### src/rtl/add_resp.sv
//------------------------------------------------------------------------------
// Module      : add_resp
// Description : Handshaked 4-bit adder responder. It registers each accepted
//               a+b into a small in-order result FIFO. Optional macro
//               ADD_OVF_CNT_EN adds a saturating carry-out counter (ovf_cnt).
// Revision    : 1.0 - initial release
//------------------------------------------------------------------------------
`default_nettype none

module add_resp #(
    parameter int WIDTH = 4,
    parameter int DEPTH = 2,
    parameter int CNT_W = 8
) (
    input  logic             clk,
    input  logic             rst_n,
    input  logic             in_valid,
    output logic             in_ready,
    input  logic [WIDTH-1:0] a,
    input  logic [WIDTH-1:0] b,
    output logic             out_valid,
    input  logic             out_ready,
    output logic [WIDTH:0]   sum
`ifdef ADD_OVF_CNT_EN
    ,
    output logic [CNT_W-1:0] ovf_cnt
`endif
);

    localparam int PTR_W = (DEPTH > 1) ? $clog2(DEPTH) : 1;
    localparam int CNT_BITS = $clog2(DEPTH + 1);
    localparam logic [CNT_BITS-1:0] c_DEPTH    = CNT_BITS'(DEPTH);
    localparam logic [PTR_W-1:0]    c_LAST_PTR = PTR_W'(DEPTH - 1);

    generate
        if (DEPTH < 1 || CNT_W < 1) begin : g_bad_params
            $error("add_resp: DEPTH and CNT_W must be >= 1");
        end
    endgenerate

    logic [WIDTH:0]      r_mem [DEPTH];
    logic [PTR_W-1:0]    r_wr_ptr;
    logic [PTR_W-1:0]    r_rd_ptr;
    logic [CNT_BITS-1:0] r_count;

    logic                w_push;
    logic                w_pop;
    logic [WIDTH:0]      w_sum;

    assign w_sum     = {1'b0, a} + {1'b0, b};
    assign out_valid = (r_count != '0);
    // A pop at full frees a slot for a push in the same cycle.
    assign in_ready  = (r_count < c_DEPTH) || out_ready;
    assign w_push    = in_valid && in_ready;
    assign w_pop     = out_valid && out_ready;
    assign sum       = out_valid ? r_mem[r_rd_ptr] : '0;

    // Storage needs no reset: the head is masked to zero while empty.
    always_ff @(posedge clk) begin
        if (w_push) begin
            r_mem[r_wr_ptr] <= w_sum;
        end
    end

    always_ff @(posedge clk or negedge rst_n) begin
        if (!rst_n) begin
            r_wr_ptr <= '0;
            r_rd_ptr <= '0;
            r_count  <= '0;
        end else begin
            if (w_push) begin
                r_wr_ptr <= (r_wr_ptr == c_LAST_PTR) ? '0 : r_wr_ptr + 1'b1;
            end
            if (w_pop) begin
                r_rd_ptr <= (r_rd_ptr == c_LAST_PTR) ? '0 : r_rd_ptr + 1'b1;
            end
            case ({w_push, w_pop})
                2'b10:   r_count <= r_count + 1'b1;
                2'b01:   r_count <= r_count - 1'b1;
                default: r_count <= r_count;
            endcase
        end
    end

`ifdef ADD_OVF_CNT_EN
    always_ff @(posedge clk or negedge rst_n) begin
        if (!rst_n) begin
            ovf_cnt <= '0;
        end else if (w_push && w_sum[WIDTH] && (ovf_cnt != '1)) begin
            ovf_cnt <= ovf_cnt + 1'b1;
        end
    end
`endif

endmodule

`default_nettype wire

### config.mk
export PLATFORM = sky130hd
export DESIGN_NAME = add_resp
export DESIGN_NICKNAME = d
export VERILOG_FILES = /design/src/rtl/add_resp.sv
export SDC_FILE = /design/constraint.sdc
export NUM_CORES = 1
export LEC_CHECK = 0
export CAP_MARGIN = 20
export CORE_MARGIN = 2
export CORE_UTILIZATION = 35
export CTS_BUF_LIST = sky130_fd_sc_hd__clkbuf_4
export DETAILED_ROUTE_END_ITERATION = 10
export GPL_TIMING_DRIVEN = 0
export PLACE_DENSITY_LB_ADDON = 0.2
export SLEW_MARGIN = 20
export SYNTH_ARGS = -nofsm -noshare
export SYNTH_HDL_FRONTEND = slang
export SYNTH_SLANG_ARGS = --single-unit
### constraint.sdc
create_clock -name clk -period 1.5 [get_ports clk]
set_clock_uncertainty 0.1 [all_clocks]
set_input_delay 0.225 -clock clk [delete_from_list [all_inputs] [get_ports clk]]
set_output_delay 0.225 -clock clk [all_outputs]
set_load 0.02 [all_outputs]
Word level (Yosys, flattened, before mapping)
Memories as Yosys holds them, arrays and structs flattened. Cells that the tools add are included. W data, S select, Z words.

$add $sub $neg: 5. Order comparisons: 1. Muxes and demuxes: 6. Reduce and logical (&&, ||, !) cells: 5. Equal/unequal tests: 2.

Operator list (count): $add A4 B4 Y5 (1); $mux W5 (1); $mux W1 (4); $pmux W2 S2 (1); $reduce_bool A2 Y1 (2); $add A1 B1 Y1 const B (2); $add A2 B1 Y2 const B (1); $eq A2 B1 Y1 const B (1); $eq A2 B2 Y1 const B (1); $logic_and A1 B1 Y1 (2); $lt A2 B2 Y1 const B (1); $sub A2 B1 Y2 const B (1); $logic_or A1 B1 Y1 (1).

Bits in writable memories: 10. Word-level logic and storage cells: 23. Register bits after elaboration: 4. Input bits: 12. Output and inout port bits: 7. Memories: 1.

Memories: r_mem (words 2, bits a word 5, read ports 1, clocked after memory_dff 0, wr ports 1, RTL line 41) `logic [WIDTH:0] r_mem [DEPTH];`.

Longest topological paths before layout
Gate-level depths: netlist of run 1.

Depth after elaboration: 5. Depth in mapped cells: 6. Depth with buffers taken out: 6.

Least setup slack after synthesis of run 1
Ideal clock, no wire load.

Path kind: register -> register. Start point: register r_count[1]. End point: register r_count[1]. Library setup time: 0.125 ns. Cell stages (with the launch flop): 7. Buffers on the path: 0. Setup slack: 0.001 ns. Arrival: 1.273 ns. Period minus slack after synthesis: 1.499 ns. Data required time: 1.275 ns. Path through: dfrtp_1 > nand2b_1 > nand2_1 > ha_1 > xnor2_1 > nor2_1 > xor2_1.

Cells in the longest elaborated chain, start to end: 5. Elaborated cells on any way between the ends: 11. Classes of those cells: add/sub (2); order compare (1); eq/ne (2); mux (1); reduce/logical (5).

RTL lines: start, declared (RTL line 44) `logic [CNT_BITS-1:0] r_count;`; start signal, assigned (RTL line 78) `2'b10: r_count <= r_count + 1'b1;`; start signal, assigned (RTL line 79) `2'b01: r_count <= r_count - 1'b1;`; start signal, assigned (RTL line 80) `default: r_count <= r_count;`; $lt A2 B2 Y1 * (RTL line 53) `assign in_ready = (r_count < c_DEPTH) || out_ready;`; $logic_or A1 B1 Y1 * (RTL line 53); net in_ready (RTL line 18) `output logic in_ready,`; $logic_and A1 B1 Y1 * (RTL line 54) `assign w_push = in_valid && in_ready;`; $eq A2 B1 Y1 / $eq A2 B2 Y1 (equally long branches) (RTL line 77) `case ({w_push, w_pop})`; $pmux W2 S2 / $reduce_bool A2 Y1 (equally long branches).

Mark *: on every way through the listed nets, which the timed path passes. The rest lies on a longest branch. A chain may end at the register's enable or synchronous reset.

Final worst setup path of run 1
Start point: register r_count[0]. End point: output sum[2].

Cells in the longest elaborated chain, start to end: 2.

RTL lines: $reduce_bool A2 Y1 (RTL line 51) `assign out_valid = (r_count != '0);`; $mux W5 (RTL line 56) `assign sum = out_valid ? r_mem[r_rd_ptr] : '0;`; end, declared (RTL line 23) `output logic [WIDTH:0] sum`.

Every way passes these cells.

==> flow_metrics.tcl, run 1 <==
set metrics [dict create \
    final_layout_size_suffix_gt1_share_pct 35.8 \
    setup_viol 3 \
    postSynthAreaPerCell_um2 12.9 \
    die_area_um2 2410 \
    clk_latency_ps 280 \
    gp_congestion 0.710 \
    cp_top_family "flip-flops" \
    syn_to_final_growth_pct 43.1 \
    wl_um 1190 \
    htreeDepth 1 \
    ys_seq_area_share_pct 56.3 \
    place_hpwl_um 867 \
    holdWs_ps 40.3 \
    grt.met1_usage_pct 11.7 \
    fill_cells 200 \
    num_rows 16 \
    yosys.area.top_type "edfxtp_1" \
    finalSetupTns_ps -16.3 \
    r2r_start "r_count[0]" \
    start_kind "flop" \
    synth_edf_count 10 \
    port_buffers 18 \
    start_util_pct 36.6 \
    worstMarginPinSlew_ps 275 \
    async_flop_share_pct 28.6 \
    layout_setup_ws_ps -7.22 \
    final_nets 100 \
    met2_usage_pct 19.6 \
    pwr_density_cell_nw_per_um2 1710 \
    hold_violations 0 \
    netSwitchingPower_mw 0.640 \
    synth.area.top_cells "edfxtp_1 42%, dfrtp_1 14%, ha_1 8.8%" \
    synth_top_family_by_area "adder cells" \
    slowest_delay_ps 430 \
    die_w_um 49.1 \
    post-place-ws_ps -361 \
    numCtsBuffers 3 \
    swShare_pct 36.7 \
    syn_inst 55 \
    synthDistinctLibCells 19 \
    period_share_pct 100 \
    pwr-share-clk_pct 12.3 \
    grt_max_degree 9 \
    antenna_cells 0 \
    cts_max_path_buffers 2 \
    synth_nets 73 \
    timing.critical_path.buf_inv 2 \
    ant_nets 0 \
    drtPass1Iterations 2 \
    hold_class "in -> async" \
    maxCapViolCount 0 \
    cp_cell_sequence "nor2_4, buf_6, nor2_1, buf_4" \
    fin_crit_ps 1510 \
    setup.worst_path.end_class "primary output" \
    vdd_ir_drop_max_v 0.000737 \
    synth_seq_cells 14 \
    slew_headroom_pct 81.7 \
    slew_violations 0 \
    dp_cells 100 \
    yosys.area_share.xor_xnor_pct 8.63 \
    p_leak_nw 0.432 \
    critical_path_cell_count 4 \
    synthAdderAreaFrac_pct 11.6 \
    num_vias 484 \
    yosysTopAreaCellShare_pct 42.3 \
    syn_area_um2 711 \
    violations "negative setup slack" \
    worstPathRequired_ps 1170 \
    final_common_cell "edfxtp_1" \
    run_status "complete, but fails checks" \
    drt_iter0_markers 4 \
    p_comb_share_pct 52.1 \
    power.total_mw 1.74 \
    cts_num_sinks 14 \
    path_clk_slew_ps 80 \
    yosysWarnings 0 \
    crit_slowest_cell "dfrtp_2" \
    cts_hold_buf 0 \
    core_um2 1940 \
    crit_type "reg -> out" \
    grtUsageMet3_pct 2.76 \
    grt-busiest-layer "met2" \
    synth_simple_gate_area_share_pct 10.6 \
    synth_compound_area_share_pct 2.46 \
    startpoint "r_count[0]" \
    clockRootBuffer "clkbuf_4" \
    routedWlPerCell_um 11.0 \
    pwr-share-seq_pct 35.6 \
    grt_overflow 0 \
    reg2reg_depth 7 \
    stdcell_count 108 \
    io_pins 19 \
    grt_setup_unrepaired "yes" \
    die_y_um 49.1 \
    grt_pass1_wl_um 1990 \
    final_cell_mix "10 x edfxtp_1, 9 x clkdlybuf4s50_1, 5 x mux2i_1, 5 x buf_4" \
    grt_pass1_vias 485 \
    dpl_cell_area_um2 925 \
    arrival_ps 1180 \
    p_int_mw 1.10 \
    synthMuxAreaShare_pct 7.04 \
    worstPathMaxFanout 6 \
    grtUsageTotal_pct 11.7 \
    fmax_mhz 663 \
    vias_per_cell 4.48 \
    synth_ff_type "edfxtp_1" \
    cts_tree "yes" \
    drc 0 \
    final_area_um2 1020 \
    antenna_found_initial 0 \
    final_core_util_pct 52.4 \
]
[flip-flops by register name, indices dropped and copies added, names as in the netlist]
signal / count
r_wr_ptr: 1
r_rd_ptr: 1
r_mem: 10
r_count: 2
[final cells by class]
cell class,count,area (µm²),share of cell area [%]
flip-flops and latches,14,403,39.6
clock buffers,3,22.5,2.21
repair buffers,22,194,19.1
inverters,5,18.8,1.85
clock inverters,1,3.75,0.369
well taps,27,33.8,3.32
multi-input cells,35,330,32.5
plain buffers,1,11.3,1.11
[worst reg2reg max path, cell delays in order, from the launching register on]
cell and delay (ps):
dfrtp_2 430, nor2_4 120, buf_6 140, nor2b_4 60
ha_4 160, xnor2_2 120, nor2_1 120, xor2_1 140
[power groups by stage]
stage / Clock, mW / Combinational, mW / Sequential [mW]
after floorplan: 0 / 0.493 / 0.607
after global placement: 0 / 0.776 / 0.615
after detailed placement: 0 / 0.788 / 0.619
after CTS: 0.228 / 0.852 / 0.620
after global routing: 0.249 / 0.987 / 0.634
final: 0.214 / 0.909 / 0.622
[repair_timing]
action | 4_1_cts | 5_1_grt
setup endpoints to repair | 18 | 10
buffers inserted | 4 | 0
resized for setup | 42 | 11
pin swaps | 5 | 4
[synthesized netlist by cell type (2+ instances only)]
master / number
xor2_1: 2
nand2b_1: 2
nor2_1: 7
xnor2_1: 5
dfrtp_1: 4
mux2i_1: 5
edfxtp_1: 10
inv_1: 5
ha_1: 5
[cells by family (layout without fill, tap and decap cells)]
family,Yosys count,after routing
AO/OA/AOI/OAI,3,3
XOR/XNOR,7,7
adder cells (fa/ha/maj),6,6
buffers and inverters,6,32
flip-flops,14,14
multiplexers,5,5
AND/OR/NAND/NOR,14,14
[worst paths after layout]
kind                          endpoint  slack [ps]
hold reg to reg             r_count[1]         410
setup reg to reg            r_count[1]          30
max in group asynchronous   r_count[0]        1070
setup / recovery                sum[2]          -7
hold / removal                r_wr_ptr          40
min in group clk           r_mem[0][0]         300
[routing by layer]
| metal | part of all wire, % | wire (µm) |
|---|---|---|
| met5 | 0 | 0 |
| met4 | 4.0 | 48 |
| met3 | 4.0 | 47 |
| met2 | 52 | 622 |
| met1 | 39 | 467 |
No activity file was read; power rests on OpenSTA's default activity.
==> run 2, diff against run 1 <==
CORE_UTILIZATION = 44   (was 35)
==> run 2 against run 1 <==
  * The flow still finishes with violations (negative setup slack)
  * Sequential power hardly changed
  * Worst setup slack gained 3.2 ps
  * Die area shrank 19%
  * First-iteration DRC count is 130% higher
  * Combinational power is 4.6% lower
  * Critical path depth is the same
  * Critical path type unchanged
  * Largest cell class unchanged
  * Largest power group unchanged
==> flow_metrics.tcl, run 2 (same netlist as run 1, synthesis figures left out) <==
set metrics [dict create \
    drc 0 \
    antenna_cells 0 \
    crit_type "reg -> out" \
    htreeDepth 1 \
    fill_cells 136 \
    io_pins 19 \
    slew_violations 0 \
    grt_pass1_wl_um 2200 \
    gp_congestion 0.731 \
    antenna_found_initial 0 \
    final_common_cell "edfxtp_1" \
    grt_setup_unrepaired "yes" \
    port_buffers 18 \
    hold_violations 0 \
    die_w_um 44.2 \
    cts_num_sinks 14 \
    arrival_ps 1180 \
    final_cell_mix "10 x edfxtp_1, 9 x clkdlybuf4s50_1, 7 x buf_4" \
    grt_overflow 0 \
    start_util_pct 47.2 \
    die_y_um 44.2 \
    multiInputGateArea_um2 310 \
    num_vias 484 \
    grt_pass1_vias 517 \
    grt_max_degree 8 \
    setup_viol 1 \
    final_core_util_pct 65.0 \
    worstPathRequired_ps 1170 \
    period_share_pct 100 \
    clockRootBuffer "clkbuf_4" \
    violations "negative setup slack" \
    p_leak_nw 0.438 \
    vias_per_cell 5.04 \
    slew_headroom_pct 80.7 \
    die_area_um2 1950 \
    vdd_ir_drop_max_v 0.000867 \
    pwr_density_cell_nw_per_um2 1730 \
    grtUsageTotal_pct 16.5 \
    syn_to_final_growth_pct 37.7 \
    final_layout_size_suffix_gt1_share_pct 31.3 \
    hold_class "in -> async" \
    maxCapViolCount 0 \
    largest_reg_flops 10 \
    worstMarginPinSlew_ps 290 \
    ant_nets 0 \
    cts_max_path_buffers 2 \
    cts_hold_buf 0 \
    numCtsBuffers 3 \
    start_kind "flop" \
    wl_um 1310 \
    num_rows 14 \
    core_um2 1510 \
    path_clk_slew_ps 80 \
    final_nets 100 \
    drtPass1Iterations 3 \
    top_register "r_mem" \
    routedWlPerCell_um 13.6 \
    layout_setup_ws_ps -4.02 \
    worstPathMaxFanout 6 \
    run_status "complete, but fails checks" \
    finalSetupTns_ps -4.02 \
    holdWs_ps 38.0 \
    fin_crit_ps 1500 \
    drt_iter0_markers 9 \
    cts_tree "yes" \
    fmax_mhz 665 \
    seq_area_um2 402 \
    power.total_mw 1.70 \
    setup.worst_path.end_class "primary output" \
    clk_latency_ps 270 \
    reg.largest.list "r_mem (10), r_count (2)" \
]
## run 2: cell count changes in the layout (fill, tap and decap cells not counted), moves of 2 or more
cell / change
buf_4: +2
buf_6: -2
dlygate4sd2_1: -2
dlymetal6s2s_1: +2
## run 2: repair_timing
action                                  4_1_cts  5_1_grt
endpoints found under the setup margin       18       16
buffers inserted                              3        1
pin swaps                                     3        3
resized for setup                            32       12
gates cloned                                  0        0
endpoints found under the hold margin         0        0
## run 2: per-layer routing
metal	global-route usage, %	part of all wire [%]
met3	2.45	4.6
met4	12.7	3.4
met5	0	0
met1	17.0	35
met2	29.7	57
## run 2: area by class of cell
| cell class | count | area share, % |
|---|---|---|
| flip-flops and latches | 14 | 41.0 |
| multi-input cells | 35 | 31.7 |
| plain buffers | 1 | 1.15 |
| inverters | 5 | 1.92 |
| well taps | 16 | 2.05 |
| clock buffers | 3 | 2.30 |
| repair buffers | 22 | 19.8 |
## run 2: path summary, 6_finish.rpt
path / from / to / slack (ps) / cells past startpoint
worst max register to register: r_count[0] / r_count[1] / 30 / 7
worst min-delay path: rst_n / r_wr_ptr / 40 / 1
worst min register to register: r_wr_ptr / r_wr_ptr / 430 / 1
worst max-delay path: r_rd_ptr / sum[3] / -4 / 4
max in group asynchronous: rst_n / r_count[0] / 1090 / 1
min in group clk: a[0] / r_mem[1][0] / 200 / 2
## run 2: where the power goes
part,internal (mW),leakage [nW],switching [mW]
clock,0.0930,0.0138,0.111
sequential,0.554,0.139,0.0694
combinational,0.422,0.286,0.446
## run 2: worst max-delay path, cell delays in order (launching register included)
cell	delay (ps)
dfrtp_1	350
buf_6	140
mux2i_1	210
nor2_1	60
buf_4	150
## run 2: metrics by stage
| step | cell area, µm² | cells | setup WS, ps |
|---|---|---|---|
| after floorplan | 711 | 55 | 1.43 |
| after global placement | 911 | 89 | -343 |
| after detailed placement | 911 | 89 | -335 |
| after CTS | 955 | 95 | -29.4 |
| after global routing | 978 | 96 | -78.0 |
| final | 978 | 96 | -4.02 |
